===== src/rtl/samp_gen_mc.sv =====
// Multi-channel sample generator: steps a shared index every `speed` ticks and reads one
// phase-offset sample per channel from a single-port RAM. Bounce mode needs SAMP_GEN_MC_BOUNCE_EN.
module samp_gen_mc #(
   parameter int unsigned NSAMP_WID = 10,
   parameter int unsigned NCHAN     = 4,
   parameter int unsigned DATA_WID  = 16
) (
   input  logic                       clk_tx,
   input  logic                       rst_clk_tx,
   input  logic                       en_clk_samp,
   input  logic                       go_clk_tx,
   input  logic                       stop_clk_tx,
   input  logic [1:0]                 mode_clk_tx,
   input  logic [NSAMP_WID:0]         nsamp_clk_tx,
   input  logic [15:0]                spd_clk_tx,
   input  logic [NCHAN*NSAMP_WID-1:0] phase_clk_tx,
   output logic [NSAMP_WID-1:0]       ram_addr,
   output logic                       ram_rd_en,
   input  logic [DATA_WID-1:0]        ram_dout,
   output logic [NCHAN*DATA_WID-1:0]  samp,
   output logic                       samp_val,
   output logic                       busy,
   output logic [7:0]                 led_o
);

   localparam int unsigned NW      = NSAMP_WID + 1;
   localparam int unsigned SEQ_WID = $clog2(NCHAN + 1);

   localparam logic [SEQ_WID-1:0] SEQ_LAST = SEQ_WID'(NCHAN);
   localparam logic [0:0]         StIdle   = 1'b0;
   localparam logic [0:0]         StRun    = 1'b1;

   logic [0:0]                state_q, state_d;
   logic                      go_pend_q, go_pend_d;
   logic                      stop_pend_q, stop_pend_d;
   logic [1:0]                mode_q, mode_d;
   logic [NW-1:0]             nsamp_q, nsamp_d;
   logic [NW-1:0]             cnt_q, cnt_d;
   logic [15:0]               spd_cnt_q, spd_cnt_d;
   logic [SEQ_WID-1:0]        seq_q, seq_d;
   logic [NSAMP_WID-1:0]      addr_q, addr_d;
   logic [NCHAN*DATA_WID-1:0] stg_q, stg_d;
   logic [NCHAN*DATA_WID-1:0] samp_q, samp_d;
   logic                      samp_val_q, samp_val_d;
   logic [7:0]                led_q, led_d;
`ifdef SAMP_GEN_MC_BOUNCE_EN
   logic                      dir_q, dir_d;  // 1: counting down
`endif

   logic        go_eff, stop_eff;
   logic        step, step_now, relatch, is_oneshot;
   logic [15:0] spd_m1;

   // (cnt + phase) mod n with out-of-range phases folded to 0; cnt < n so one subtract suffices.
   function automatic logic [NSAMP_WID-1:0] chan_addr(input logic [NW-1:0]        cnt,
                                                      input logic [NSAMP_WID-1:0] ph,
                                                      input logic [NW-1:0]        n);
      logic [NW-1:0] ph_e;
      logic [NW-1:0] sum;
      ph_e = ({1'b0, ph} >= n) ? '0 : {1'b0, ph};
      sum  = cnt + ph_e;
      if (sum >= n) begin
         sum = sum - n;
      end
      return sum[NSAMP_WID-1:0];
   endfunction

   assign go_eff     = go_pend_q | go_clk_tx;
   assign stop_eff   = stop_pend_q | stop_clk_tx;
   assign is_oneshot = (mode_q == 2'b00) || (mode_q == 2'b11);
   assign spd_m1     = (spd_clk_tx == 16'd0) ? 16'd0 : spd_clk_tx - 16'd1;
   assign step_now   = step & ~rst_clk_tx;

   always_comb begin
      state_d     = state_q;
      mode_d      = mode_q;
      nsamp_d     = nsamp_q;
      cnt_d       = cnt_q;
      spd_cnt_d   = spd_cnt_q;
      step        = 1'b0;
      relatch     = 1'b0;
      go_pend_d   = en_clk_samp ? 1'b0 : go_eff;
      stop_pend_d = en_clk_samp ? 1'b0 : stop_eff;
`ifdef SAMP_GEN_MC_BOUNCE_EN
      dir_d       = dir_q;
`endif
      if (en_clk_samp) begin
         case (state_q)
            StIdle: begin
               if (!stop_eff && go_eff && (nsamp_clk_tx != '0)) begin
                  state_d = StRun;
                  mode_d  = mode_clk_tx;
                  nsamp_d = nsamp_clk_tx;
                  cnt_d   = '0;
                  step    = 1'b1;
`ifdef SAMP_GEN_MC_BOUNCE_EN
                  dir_d   = 1'b0;
`endif
               end
            end
            StRun: begin
               if (stop_eff) begin
                  state_d = StIdle;
               end else if (spd_cnt_q != 16'd0) begin
                  spd_cnt_d = spd_cnt_q - 16'd1;
               end else begin
                  step = 1'b1;
`ifdef SAMP_GEN_MC_BOUNCE_EN
                  if (mode_q == 2'b10) begin
                     if (dir_q) begin
                        cnt_d = cnt_q - 1'b1;
                        if (cnt_q == NW'(1)) begin
                           dir_d   = 1'b0;
                           relatch = 1'b1;
                        end
                     end else if (cnt_q == nsamp_q - 1'b1) begin
                        if (nsamp_q == NW'(1)) begin
                           cnt_d   = '0;
                           relatch = 1'b1;
                        end else begin
                           // Turn around; with n=2 this lands straight back on 0.
                           cnt_d = cnt_q - 1'b1;
                           if (cnt_q == NW'(1)) begin
                              relatch = 1'b1;
                           end else begin
                              dir_d = 1'b1;
                           end
                        end
                     end else begin
                        cnt_d = cnt_q + 1'b1;
                     end
                  end else
`endif
                  if (cnt_q == nsamp_q - 1'b1) begin
                     if (is_oneshot && !go_eff) begin
                        state_d = StIdle;
                        step    = 1'b0;
                     end else begin
                        cnt_d   = '0;
                        relatch = 1'b1;
                     end
                  end else begin
                     cnt_d = cnt_q + 1'b1;
                  end
                  if (relatch) begin
                     if (nsamp_clk_tx == '0) begin
                        state_d = StIdle;
                        step    = 1'b0;
                     end else begin
                        mode_d  = mode_clk_tx;
                        nsamp_d = nsamp_clk_tx;
                     end
                  end
               end
            end
            default: state_d = StIdle;
         endcase
      end
      if (step) begin
         spd_cnt_d = spd_m1;
      end
   end

   // Channel 0 is read in the step-tick cycle itself so the publish lands NCHAN+1 cycles later.
   always_comb begin
      ram_rd_en = 1'b0;
      ram_addr  = addr_q;
      if (step_now) begin
         ram_rd_en = 1'b1;
         ram_addr  = chan_addr(cnt_d, phase_clk_tx[NSAMP_WID-1:0], nsamp_d);
      end else if ((seq_q != '0) && (seq_q < SEQ_LAST)) begin
         ram_rd_en = 1'b1;
         ram_addr  = chan_addr(cnt_q, phase_clk_tx[int'(seq_q)*NSAMP_WID +: NSAMP_WID], nsamp_q);
      end
   end

   always_comb begin
      addr_d     = ram_addr;
      stg_d      = stg_q;
      samp_d     = samp_q;
      samp_val_d = 1'b0;
      led_d      = samp_q[DATA_WID-1 -: 8];
      if (step_now) begin
         seq_d = SEQ_WID'(1);
      end else if ((seq_q == '0) || (seq_q == SEQ_LAST)) begin
         seq_d = '0;
      end else begin
         seq_d = seq_q + 1'b1;
      end
      if (seq_q != '0) begin
         stg_d[(int'(seq_q) - 1)*DATA_WID +: DATA_WID] = ram_dout;
      end
      if (seq_q == SEQ_LAST) begin
         samp_d     = stg_d;
         samp_val_d = 1'b1;
      end
   end

   always_ff @(posedge clk_tx) begin
      if (rst_clk_tx) begin
         state_q     <= StIdle;
         go_pend_q   <= 1'b0;
         stop_pend_q <= 1'b0;
         mode_q      <= 2'b00;
         nsamp_q     <= '0;
         cnt_q       <= '0;
         spd_cnt_q   <= 16'd0;
         seq_q       <= '0;
         addr_q      <= '0;
         stg_q       <= '0;
         samp_q      <= '0;
         samp_val_q  <= 1'b0;
         led_q       <= 8'd0;
`ifdef SAMP_GEN_MC_BOUNCE_EN
         dir_q       <= 1'b0;
`endif
      end else begin
         state_q     <= state_d;
         go_pend_q   <= go_pend_d;
         stop_pend_q <= stop_pend_d;
         mode_q      <= mode_d;
         nsamp_q     <= nsamp_d;
         cnt_q       <= cnt_d;
         spd_cnt_q   <= spd_cnt_d;
         seq_q       <= seq_d;
         addr_q      <= addr_d;
         stg_q       <= stg_d;
         samp_q      <= samp_d;
         samp_val_q  <= samp_val_d;
         led_q       <= led_d;
`ifdef SAMP_GEN_MC_BOUNCE_EN
         dir_q       <= dir_d;
`endif
      end
   end

   assign samp     = samp_q;
   assign samp_val = samp_val_q;
   assign busy     = (state_q == StRun);
   assign led_o    = led_q;

endmodule


===== config.mk =====
export PLATFORM = sky130hd
export DESIGN_NAME = samp_gen_mc
export DESIGN_NICKNAME = d
export VERILOG_FILES = /design/src/rtl/samp_gen_mc.sv
export SDC_FILE = /design/constraint.sdc
export NUM_CORES = 1
export LEC_CHECK = 0
export CORE_ASPECT_RATIO = 1.2
export CORE_MARGIN = 4
export CORE_UTILIZATION = 26
export CTS_CLUSTER_DIAMETER = 200
export CTS_CLUSTER_SIZE = 28
export DETAILED_ROUTE_END_ITERATION = 16
export GPL_ROUTABILITY_DRIVEN = 0
export HOLD_SLACK_MARGIN = 0.1
export PLACE_DENSITY_LB_ADDON = 0.2
export SYNTH_ARGS = -nofsm -noshare
export SYNTH_HDL_FRONTEND = slang
export SYNTH_SLANG_ARGS = --single-unit
export TNS_END_PERCENT = 10

===== constraint.sdc =====
create_clock -name clk_tx -period 12.5 [get_ports clk_tx]
set_clock_uncertainty 0.15 [all_clocks]
set_input_delay 2.5 -clock clk_tx [delete_from_list [all_inputs] [get_ports clk_tx]]
set_output_delay 2.5 -clock clk_tx [all_outputs]
set_load 0.05 [all_outputs]

==> results of run 1 <==
[synth_stat cells (11+ instances only)]
cell,count,share of area [%]
a211oi_1,77,4.9
a21o_1,14,0.88
a21oi_1,95,4.0
a31oi_1,26,1.4
and2_1,21,1.1
and3_1,47,2.5
clkbuf_1,53,1.7
dfxtp_1,193,33
ha_1,80,8.4
inv_1,53,1.7
mux2_2,11,1.0
mux2i_1,46,3.9
nand2_1,68,2.1
nand2b_1,15,0.79
nand3_1,28,1.2
nand4_1,12,0.63
nor2_1,204,6.4
nor2b_1,42,2.2
nor3_1,29,1.2
o211ai_1,13,0.82
o21ai_0,55,2.3
xnor2_1,38,2.8
xor2_1,15,1.1
[logic make-up (layout without fill, tap and decap cells)]
logic type,after synthesis,after routing
mux,67,67
buf+inv,126,291
xor+xnor,53,53
fa+ha+maj,84,84
simple gates,516,516
flops,193,193
compound gates,373,373
[worst register-to-register path: cells and delay by family (launching register included)]
kind | cells | cell delay, ns
fa+ha+maj | 4 | 1.14
buf+inv | 1 | 0.21
simple gates | 7 | 1.82
mux | 1 | 0.39
xor+xnor | 1 | 0.16
flops | 1 | 0.49
compound gates | 16 | 3.40
[final cells by class]
cell class | count | area (um2) | area share [%]
sequential | 193 | 3860 | 25.6
multi-input combinational | 1093 | 7560 | 50.1
clock buffer | 19 | 453 | 3.00
tap | 609 | 762 | 5.05
timing repair buffer | 205 | 2070 | 13.7
inverter | 54 | 203 | 1.34
clock inverter | 13 | 190 | 1.26
[stage by stage]
step	power, W	utilization (%)
3_5_place_dp	0.00115	31.9
6_report	0.00176	33.6
3_3_place_gp	0.00114	31.9
5_1_grt	0.00186	33.6
4_1_cts	0.00177	33.4
2_1_floorplan	0.000968	-
[layer usage]
metal	vias to the layer above	routed length, um
met5	-	0
met4	0	1900
met3	72	1900
met2	228	21400
met1	5282	16800
li1	5425	-
[how the worst min path moves through the flow]
stage | slack (ns) | startpoint | end
finish | 0.33 | stg_q[30] | stg_q[30]
global route | 0.35 | stg_q[44] | stg_q[44]
CTS | 0.33 | stg_q[40] | stg_q[40]
detailed placement | 0.32 | stg_q[40] | stg_q[40]
global placement | 0.30 | stg_q[45] | stg_q[45]
floorplan | 0.29 | stg_q[36] | stg_q[36]
[sequential cells by signal (all words and copies together) (netlist names)]
signal and cells:
addr_q 10, busy 1, cnt_q 11, go_pend_q 1
led_o 8, mode_q 2, nsamp_q 11, samp 64
samp_val 1, seq_q 3, spd_cnt_q 16, stg_q 64
stop_pend_q 1
[where the power goes]
part / total [W] / leakage (nW) / switching, W / internal (W)
registers: 0.000635 / 1.56 / 0.0000106 / 0.000625
clock network: 0.000613 / 0.316 / 0.000278 / 0.000334
logic: 0.000511 / 3.89 / 0.000297 / 0.000214
total: 0.00176 / 5.76 / 0.000586 / 0.00117
[timing repair]
action | CTS | global route
endpoints found under the setup margin | 4 | 10
pin swaps | 0 | 2
resized for setup | 1 | 20
endpoints found under the hold margin | 0 | 0
setup buffers | 0 | 2
cloned | 0 | 0
hold buffers | 0 | 0
==> qor.yml, run 1 <==
outcome:
  status: "finished clean"
place:
  place_area_um2: 14400
  place_inst: 2152
  io_buffers: 174
  pre_cts_ws_ns: -0.0858
  dp_hpwl_um: 32300
job:
  drv_cap: 0
layout:
  final_cell_mix: "nor2_1 (202), dfxtp_1 (193), clkdlybuf4s50_1 (163)"
  drive_above_1_share_pct: 9.13
  stdcell_count: 2186
  nets: 1738
  fillers: 4697
  design_area_um2: 15100
  diodes: 0
  areaGrowthSynthToFinish_pct: 27.1
  final_common_cell: "nor2_1"
floorplanning:
  rows: 85
  die_w_um: 203
  initial_core_util_pct: 26.4
  die_h_um: 242
  ios: 175
  dieArea_um2: 49200
  coreArea_um2: 45000
detailed_routing:
  firstDrtPassIters: 4
  vias: 11000
  drc: 0
  routed_wl_um: 42000
  post_drt_wl_per_cell_um: 19.2
  first_iter_violations: 530
  via_per_inst: 5.04
  antenna_left: 0
timing:
  final_hold_viol_count: 0
  period_share_pct: 96.2
  rsz0062_at_grt: "no"
  setup_violations: 0
  fmax_ghz: 0.0831
  timing.hold.ws_ns: 0.330
  period_minus_slack_ns: 12.03
  finalSetupTns_ns: 0
  slew_headroom_pct: 17.2
  timing.final.ws_setup_ns: 0.471
  slew_violations: 0
  tightest_slew_ns: 1.23
synth:
  synth-edff-count: 0
  ys_warn_count: 0
  avgSynthCellArea_um2: 8.42
  async_reset_ff_share_pct: 0
  yosys.area_share.simple_pct: 21.4
  synth_xor_xnor_area_share_pct: 3.91
  synthAdderAreaFrac_pct: 9.10
  ys_ff_latch: 193
  synth_mux_area_share_pct: 6.81
  netlist_area_um2: 11900
  ys.flop_type: "dfxtp_1"
  synth_top_family_by_area: "compound AO/OA/AOI/OAI gates"
  synth_cell_types: 78
  netlist_instances: 1412
  synth_compound_area_share_pct: 21.7
  seq_area_frac_synth_pct: 32.5
  syn_nets: 1586
grt:
  grt_max_degree: 106
  use_met3_pct: 4.12
  grt_pass1_wl_um: 65800
  antenna_found_initial: 0
  met1_usage_pct: 18.8
  grt_usage_pct: 16.9
  grt_overflow_total: 0
  grt_busiest_layer: "met2"
  grtUsageMet2_pct: 30.5
  grt_pass1_vias: 11200
worst_setup_path:
  slowest_delay_ns: 0.53
  path_max_fanout: 9
  cp-start-kind: "input pin"
  cp_top_family: "compound AO/OA/AOI/OAI gates"
  regToRegEndpoint: "addr_q[4]"
  critPathCapture: "ram_addr[2]"
  path_depth: 31
  crit_top_cell: "a21o_1"
  rrSetupSlack_ns: 4.59
  path_class: "in -> out"
  critPathBufInv: 2
  worstSetupEndpointType: "primary output"
  cpMaxStageDelayCell: "clkdlybuf4s50_1"
  arrival_ns: 9.38
  r2r_start: "nsamp_q[1]"
  reg2reg_depth: 30
  worst_ep_required_time_ns: 9.85
  cp-startpoint: "nsamp_clk_tx[8]"
clock_network:
  clk_latency_ns: 0.46
  cts_root_buffer: "clkbuf_16"
  cts_buffers: 17
  htreeDepth: 4
  cts.sinks: 193
  path_clk_slew_ns: 0.08
  cts_tree: "done"
  clockBufferDepth: 2
pwr:
  p_leak_nw: 5.76
  powerDensity_nw_per_um2: 117
  ir_worst_vdd_v: 0.0000990
worst_hold_path:
  whs_path_depth: 2
  min_path_type: "reg -> reg"
Power figures use the tool's default switching activity.
==> inputs of run 2 (changes only) <==
--- a/config.mk
+++ b/config.mk
@@ -5,6 +5,7 @@
 export SDC_FILE = /design/constraint.sdc
 export NUM_CORES = 1
 export LEC_CHECK = 0
+export ABC_AREA = 1
 export CORE_ASPECT_RATIO = 1.2
 export CORE_MARGIN = 4
 export CORE_UTILIZATION = 26
==> constraint.sdc (replaced) <==
create_clock -name clk_tx -period 11.25 [get_ports clk_tx]
set_clock_uncertainty 0.15 [all_clocks]
set_input_delay 2.25 -clock clk_tx [delete_from_list [all_inputs] [get_ports clk_tx]]
set_output_delay 2.25 -clock clk_tx [all_outputs]
set_load 0.05 [all_outputs]
==> qor.yml, run 2 <==
worst_setup_path:
  regToRegEndpoint: "addr_q[6]"
  slowest_delay_ns: 0.44
  cp-start-kind: "input pin"
  path_class: "in -> out"
  reg2reg_depth: 43
  arrival_ns: 8.37
  worst_ep_required_time_ns: 8.85
  worstSetupEndpointType: "primary output"
  path_max_fanout: 10
  r2r_start: "nsamp_q[0]"
  rrSetupSlack_ns: 3.88
  cpMaxStageDelayCell: "clkdlybuf4s50_1"
pwr:
  p_leak_nw: 7.89
  powerDensity_nw_per_um2: 118
  ir_worst_vdd_v: 0.000107
synth:
  synth.area.top_cells: "dfxtp_1 (29%), nand2_1 (13%), inv_1 (9.5%), ha_1 (7.6%), nor2_1 (7.5%)"
  ys.flop_type: "dfxtp_1"
  synthTopCellsByCount: "nand2_1 (441), inv_1 (332), nor2_1 (262), dfxtp_1 (193), o21ai_0 (152)"
  synth_top_area_share_pct: 29.4
  async_reset_ff_share_pct: 0
  seq_area_frac_synth_pct: 29.4
  netlist_area_um2: 13200
  syn_nets: 2228
  netlist_instances: 2054
  synth_cell_types: 50
  synth_top_family_by_area: "simple AND/OR/NAND/NOR gates"
  synthAdderAreaFrac_pct: 8.22
  synth_mux_area_share_pct: 0.0856
  yosysTopAreaCell: "dfxtp_1"
  ys_warn_count: 0
  yosys.area_share.simple_pct: 28.7
  synth_compound_area_share_pct: 16.4
  synth_xor_xnor_area_share_pct: 4.46
  synth_most_common_cell: "nand2_1"
  avgSynthCellArea_um2: 6.41
  ys_ff_latch: 193
  synth-edff-count: 0
timing:
  timing.final.ws_setup_ns: 0.481
  setup_violations: 0
  slew_headroom_pct: 19.3
  slew_violations: 0
  period_minus_slack_ns: 10.77
  period_share_pct: 95.7
  timing.hold.ws_ns: 0.285
  tightest_slew_ns: 1.21
  rsz0062_at_grt: "yes"
  final_hold_viol_count: 0
  finalSetupTns_ns: 0
  fmax_ghz: 0.0929
detailed_routing:
  post_drt_wl_per_cell_um: 16.2
  drc: 0
  firstDrtPassIters: 7
  drt-met1-wl_um: 18800
  vias: 13300
  wl_met3_um: 2080
  first_iter_violations: 871
  wl_met2_um: 23500
  top_layer_used: "met5"
  via_per_inst: 4.65
  routed_wl_um: 46400
  antenna_left: 0
grt:
  grt_pass1_wl_um: 71500
  antenna_found_initial: 2
  grt_pass1_vias: 12900
  grt_max_degree: 122
  grt_usage_pct: 16.9
  grt_overflow_total: 0
place:
  io_buffers: 174
  pre_cts_ws_ns: 0.0446
  dp_hpwl_um: 35900
  place_inst: 2818
floorplanning:
  initial_core_util_pct: 26.2
  coreArea_um2: 50200
  die_h_um: 254
  rows: 90
  ios: 175
  dieArea_um2: 54300
  die_w_um: 213
layout:
  nets: 2370
  final_common_cell: "nand2_1"
  final_cell_mix: "nand2_1 (430), inv_1 (328), nor2_1 (260)"
  fin_util_pct: 32.7
  stdcell_count: 2854
  drive_above_1_share_pct: 7.06
  areaGrowthSynthToFinish_pct: 24.8
worst_hold_path:
  min_from: "samp[13]"
  min_path_type: "reg -> reg"
  whs_path_depth: 2
  hold-path-endpoint: "led_o[5]"
clock_network:
  cts_tree: "done"
  clockBufferDepth: 2
  cts_buffers: 17
  path_clk_slew_ns: 0.08
  cts.sinks: 193
  holdBufCountCts: 0
  clk_latency_ns: 0.46
  htreeDepth: 4
  cts_root_buffer: "clkbuf_16"
job:
  drv_cap: 0
outcome:
  status: "finished clean"
run 2: cell type report:
type	instances	area [um2]
sequential	193	3860
tap	644	806
clock buffer	21	470
clock inverter	11	104
inverter	341	1280
timing repair buffer	207	2100
multi-input combinational	1436	7790
antenna	1	2.50
fill	5466	33800
run 2: power breakdown:
group / internal, W / switching [W]
clock: 0.000311 / 0.000304
sequential: 0.000695 / 0.0000136
combinational: 0.000238 / 0.000376
run 2: kinds of logic after synthesis:
group	after synthesis
compound gates	386
xor+xnor	67
fa+ha+maj	84
buf+inv	425
flops	193
mux	1
simple gates	898
run 2: worst max path at each step:
| stage | cells past startpoint | slack (ns) | start | end |
|---|---|---|---|---|
| 6_report | 40 | 0.48 | nsamp_clk_tx[2] | ram_addr[8] |
| 5_1_grt | 43 | -0.08 | nsamp_clk_tx[2] | ram_addr[6] |
| 4_1_cts | 41 | 0.05 | nsamp_clk_tx[2] | ram_addr[6] |
| 3_5_place_dp | 42 | 0.04 | nsamp_clk_tx[2] | ram_addr[0] |
| 3_3_place_gp | 42 | 0.21 | nsamp_clk_tx[2] | ram_addr[1] |
| 2_1_floorplan | 44 | 0.89 | nsamp_clk_tx[5] | ram_addr[3] |
run 2: worst max-delay path, delay by kind of cell:
| kind | cells | cell delay (ns) |
|---|---|---|
| buffers and inverters | 6 | 1.03 |
| AO/OA/AOI/OAI | 10 | 1.68 |
| XOR/XNOR | 1 | 0.17 |
| adder cells (fa/ha/maj) | 3 | 0.90 |
| AND/OR/NAND/NOR | 20 | 2.29 |
run 2: routing by layer:
metal | global-route usage, % | vias up
met5 | 0 | -
met4 | 7.72 | 4
met3 | 3.26 | 93
met2 | 30.5 | 308
met1 | 19.2 | 6068
li1 | - | 6803
run 2: metrics by stage:
step	area (um2)	total power (W)
floorplan	13200	0.00111
global placement	15600	0.00131
detailed placement	15600	0.00132
CTS	16200	0.00194
global route	16400	0.00206
finish	16400	0.00194
run 2: timing repair:
item / in CTS / in global routing
endpoints found under the setup margin: 1 / 10
setup buffers: 0 / 3
gates cloned: 0 / 0
pin swaps: 0 / 17
gates resized for setup: 1 / 52
==> inputs of run 3 (changes only) <==
--- a/config.mk
+++ b/config.mk
@@ -6,13 +6,14 @@
 export NUM_CORES = 1
 export LEC_CHECK = 0
 export ABC_AREA = 1
+export CELL_PAD_IN_SITES_DETAIL_PLACEMENT = 1
+export CELL_PAD_IN_SITES_GLOBAL_PLACEMENT = 1
 export CORE_ASPECT_RATIO = 1.2
 export CORE_MARGIN = 4
 export CORE_UTILIZATION = 26
 export CTS_CLUSTER_DIAMETER = 200
 export CTS_CLUSTER_SIZE = 28
 export DETAILED_ROUTE_END_ITERATION = 16
-export GPL_ROUTABILITY_DRIVEN = 0
 export HOLD_SLACK_MARGIN = 0.1
 export PLACE_DENSITY_LB_ADDON = 0.2
 export SYNTH_ARGS = -nofsm -noshare
==> constraint.sdc (replaced) <==
create_clock -name clk_tx -period 8.94 [get_ports clk_tx]
set_clock_uncertainty 0.15 [all_clocks]
set_input_delay 1.788 -clock clk_tx [delete_from_list [all_inputs] [get_ports clk_tx]]
set_output_delay 1.788 -clock clk_tx [all_outputs]
set_load 0.05 [all_outputs]
==> qor.yml, run 3 (synthesis gave the netlist of run 2 again) <==
outcome:
  status: "finished, violations left"
  violations: "negative setup slack"
clock_network:
  clk_latency_ns: 0.47
  cts_root_buffer: "clkbuf_16"
  cts.sinks: 193
  path_clk_slew_ns: 0.07
  clockBufferDepth: 2
  htreeDepth: 4
  holdBufCountCts: 0
  cts_tree: "done"
  cts_buffers: 17
grt:
  grt_pass1_wl_um: 86200
  antenna_found_initial: 0
  grt_pass1_vias: 15500
  grt_max_degree: 87
  grt_usage_pct: 20.3
  grt_overflow_total: 0
timing:
  slew_headroom_pct: 21.4
  fmax_ghz: 0.101
  slew_violations: 0
  period_share_pct: 110
  final_hold_viol_count: 0
  rsz0062_at_grt: "yes"
  timing.hold.ws_ns: 0.283
  timing.final.ws_setup_ns: -0.932
  period_minus_slack_ns: 9.87
  finalSetupTns_ns: -10.12
  tightest_slew_ns: 1.18
  setup_violations: 12
worst_setup_path:
  arrival_ns: 7.93
  path_class: "in -> out"
  regToRegEndpoint: "addr_q[6]"
  slowest_delay_ns: 0.26
  cp_top_family: "buffers and inverters"
  crit_top_cell: "buf_4"
  r2r_start: "nsamp_q[1]"
  worst_ep_required_time_ns: 7.00
  cp-start-kind: "input pin"
  cp-startpoint: "stop_clk_tx"
  rrSetupSlack_ns: -0.70
  path_depth: 45
  reg2reg_depth: 69
  critPathBufInv: 31
  cpMaxStageDelayCell: "dlygate4sd2_1"
  path_max_fanout: 8
  worstSetupEndpointType: "primary output"
  critPathCapture: "ram_addr[6]"
layout:
  multi_input_area_um2: 8280
  nets: 2680
  final_cell_mix: "nand2_1 (411), buf_4 (324), inv_1 (318)"
  stdcell_count: 3162
  diodes: 0
  final_common_cell: "nand2_1"
  fillers: 6361
  ff_latch_area_um2: 3860
  design_area_um2: 19300
  drive_above_1_share_pct: 22.0
  areaGrowthSynthToFinish_pct: 46.9
pwr:
  power_switching_w: 0.00102
  swShare_pct: 36.0
  seqPwrFrac_pct: 31.3
  pwr-share-comb_pct: 40.6
  p_int_w: 0.00182
  powerDensity_nw_per_um2: 147
  clkPwrFrac_pct: 28.0
  ir_worst_vdd_v: 0.000140
  p_leak_nw: 9.41
floorplanning:
  ios: 175
  rows: 90
  coreArea_um2: 50200
  dieArea_um2: 54300
  initial_core_util_pct: 26.2
  die_h_um: 254
  die_w_um: 213
detailed_routing:
  post_drt_wl_per_cell_um: 18.0
  via_per_inst: 4.72
  first_iter_violations: 555
  routed_wl_um: 56800
  antenna_left: 0
  vias: 14900
  drc: 0
  firstDrtPassIters: 8
job:
  drv_cap: 0
place:
  place_area_um2: 17200
  place_inst: 3015
  io_buffers: 174
  globalplace.congestion: 0.892
  pre_cts_ws_ns: -1.26
  dp_hpwl_um: 42700
worst_hold_path:
  min_path_type: "reg -> reg"
[run 3: cell types whose count changed in the layout (fill, tap and decap cells not counted), moves of 7 or more]
cell,previous run,this run
o21ai_2,0,11
inv_1,328,318
clkdlybuf4s50_1,158,148
buf_6,0,20
buf_4,34,324
ha_4,3,10
dlygate4sd2_1,0,7
nand2_1,430,411
nand2_4,3,15
nand2_2,19,27
o21ai_0,147,129
ha_1,76,69
[run 3: layout make-up]
class,count,share of cell area [%]
sequential,193,20.0
tap,644,4.17
timing repair inverter,1,0.0453
inverter,341,6.72
clock inverter,13,0.770
multi-input combinational,1436,42.9
timing repair buffer,516,23.2
clock buffer,18,2.22
[run 3: metrics by stage]
step	total power, W	utilization, %
after CTS	0.00277	37.5
after global placement	0.00185	34.3
final	0.00284	38.5
after detailed placement	0.00187	34.3
after global routing	0.00300	38.5
after floorplan	0.00142	-
[run 3: tightest hold or removal path, cell delays in order (launching register included)]
cell and delay (ns):
dfxtp_1 0.31, inv_1 0.05, nor2_1 0.04
[run 3: power groups by stage]
stage,sequential (W),clock (W),combinational [W]
after global routing,0.000892,0.000855,0.00125
after global placement,0.000910,0,0.000939
after detailed placement,0.000911,0,0.000956
after CTS,0.000890,0.000823,0.00106
after floorplan,0.000905,0,0.000512
final,0.000891,0.000797,0.00115
[run 3: per-layer routing]
layer  routed length (um)  GRT usage, %  up-vias
li1                     -             -     7414
met1                23400          23.1     7207
met2                30100          38.6      211
met3                 1220          2.37       92
met4                 2090          7.39        0
met5                    0             0        -
[run 3: how the worst min path moves through the flow]
stage	cells past startpoint	start	slack [ns]	end
global route	2	samp[12]	0.32	led_o[4]
global placement	2	samp[14]	0.27	led_o[6]
floorplan	2	stg_q[32]	0.30	stg_q[32]
detailed placement	2	samp[14]	0.28	led_o[6]
CTS	2	samp[14]	0.29	led_o[6]
finish	2	samp[14]	0.28	led_o[6]
[run 3: timing repair]
item,CTS,global route
setup endpoints to repair,10,12
gates cloned,0,1
setup buffers,97,18
pin swaps,59,65
resized for setup,112,91
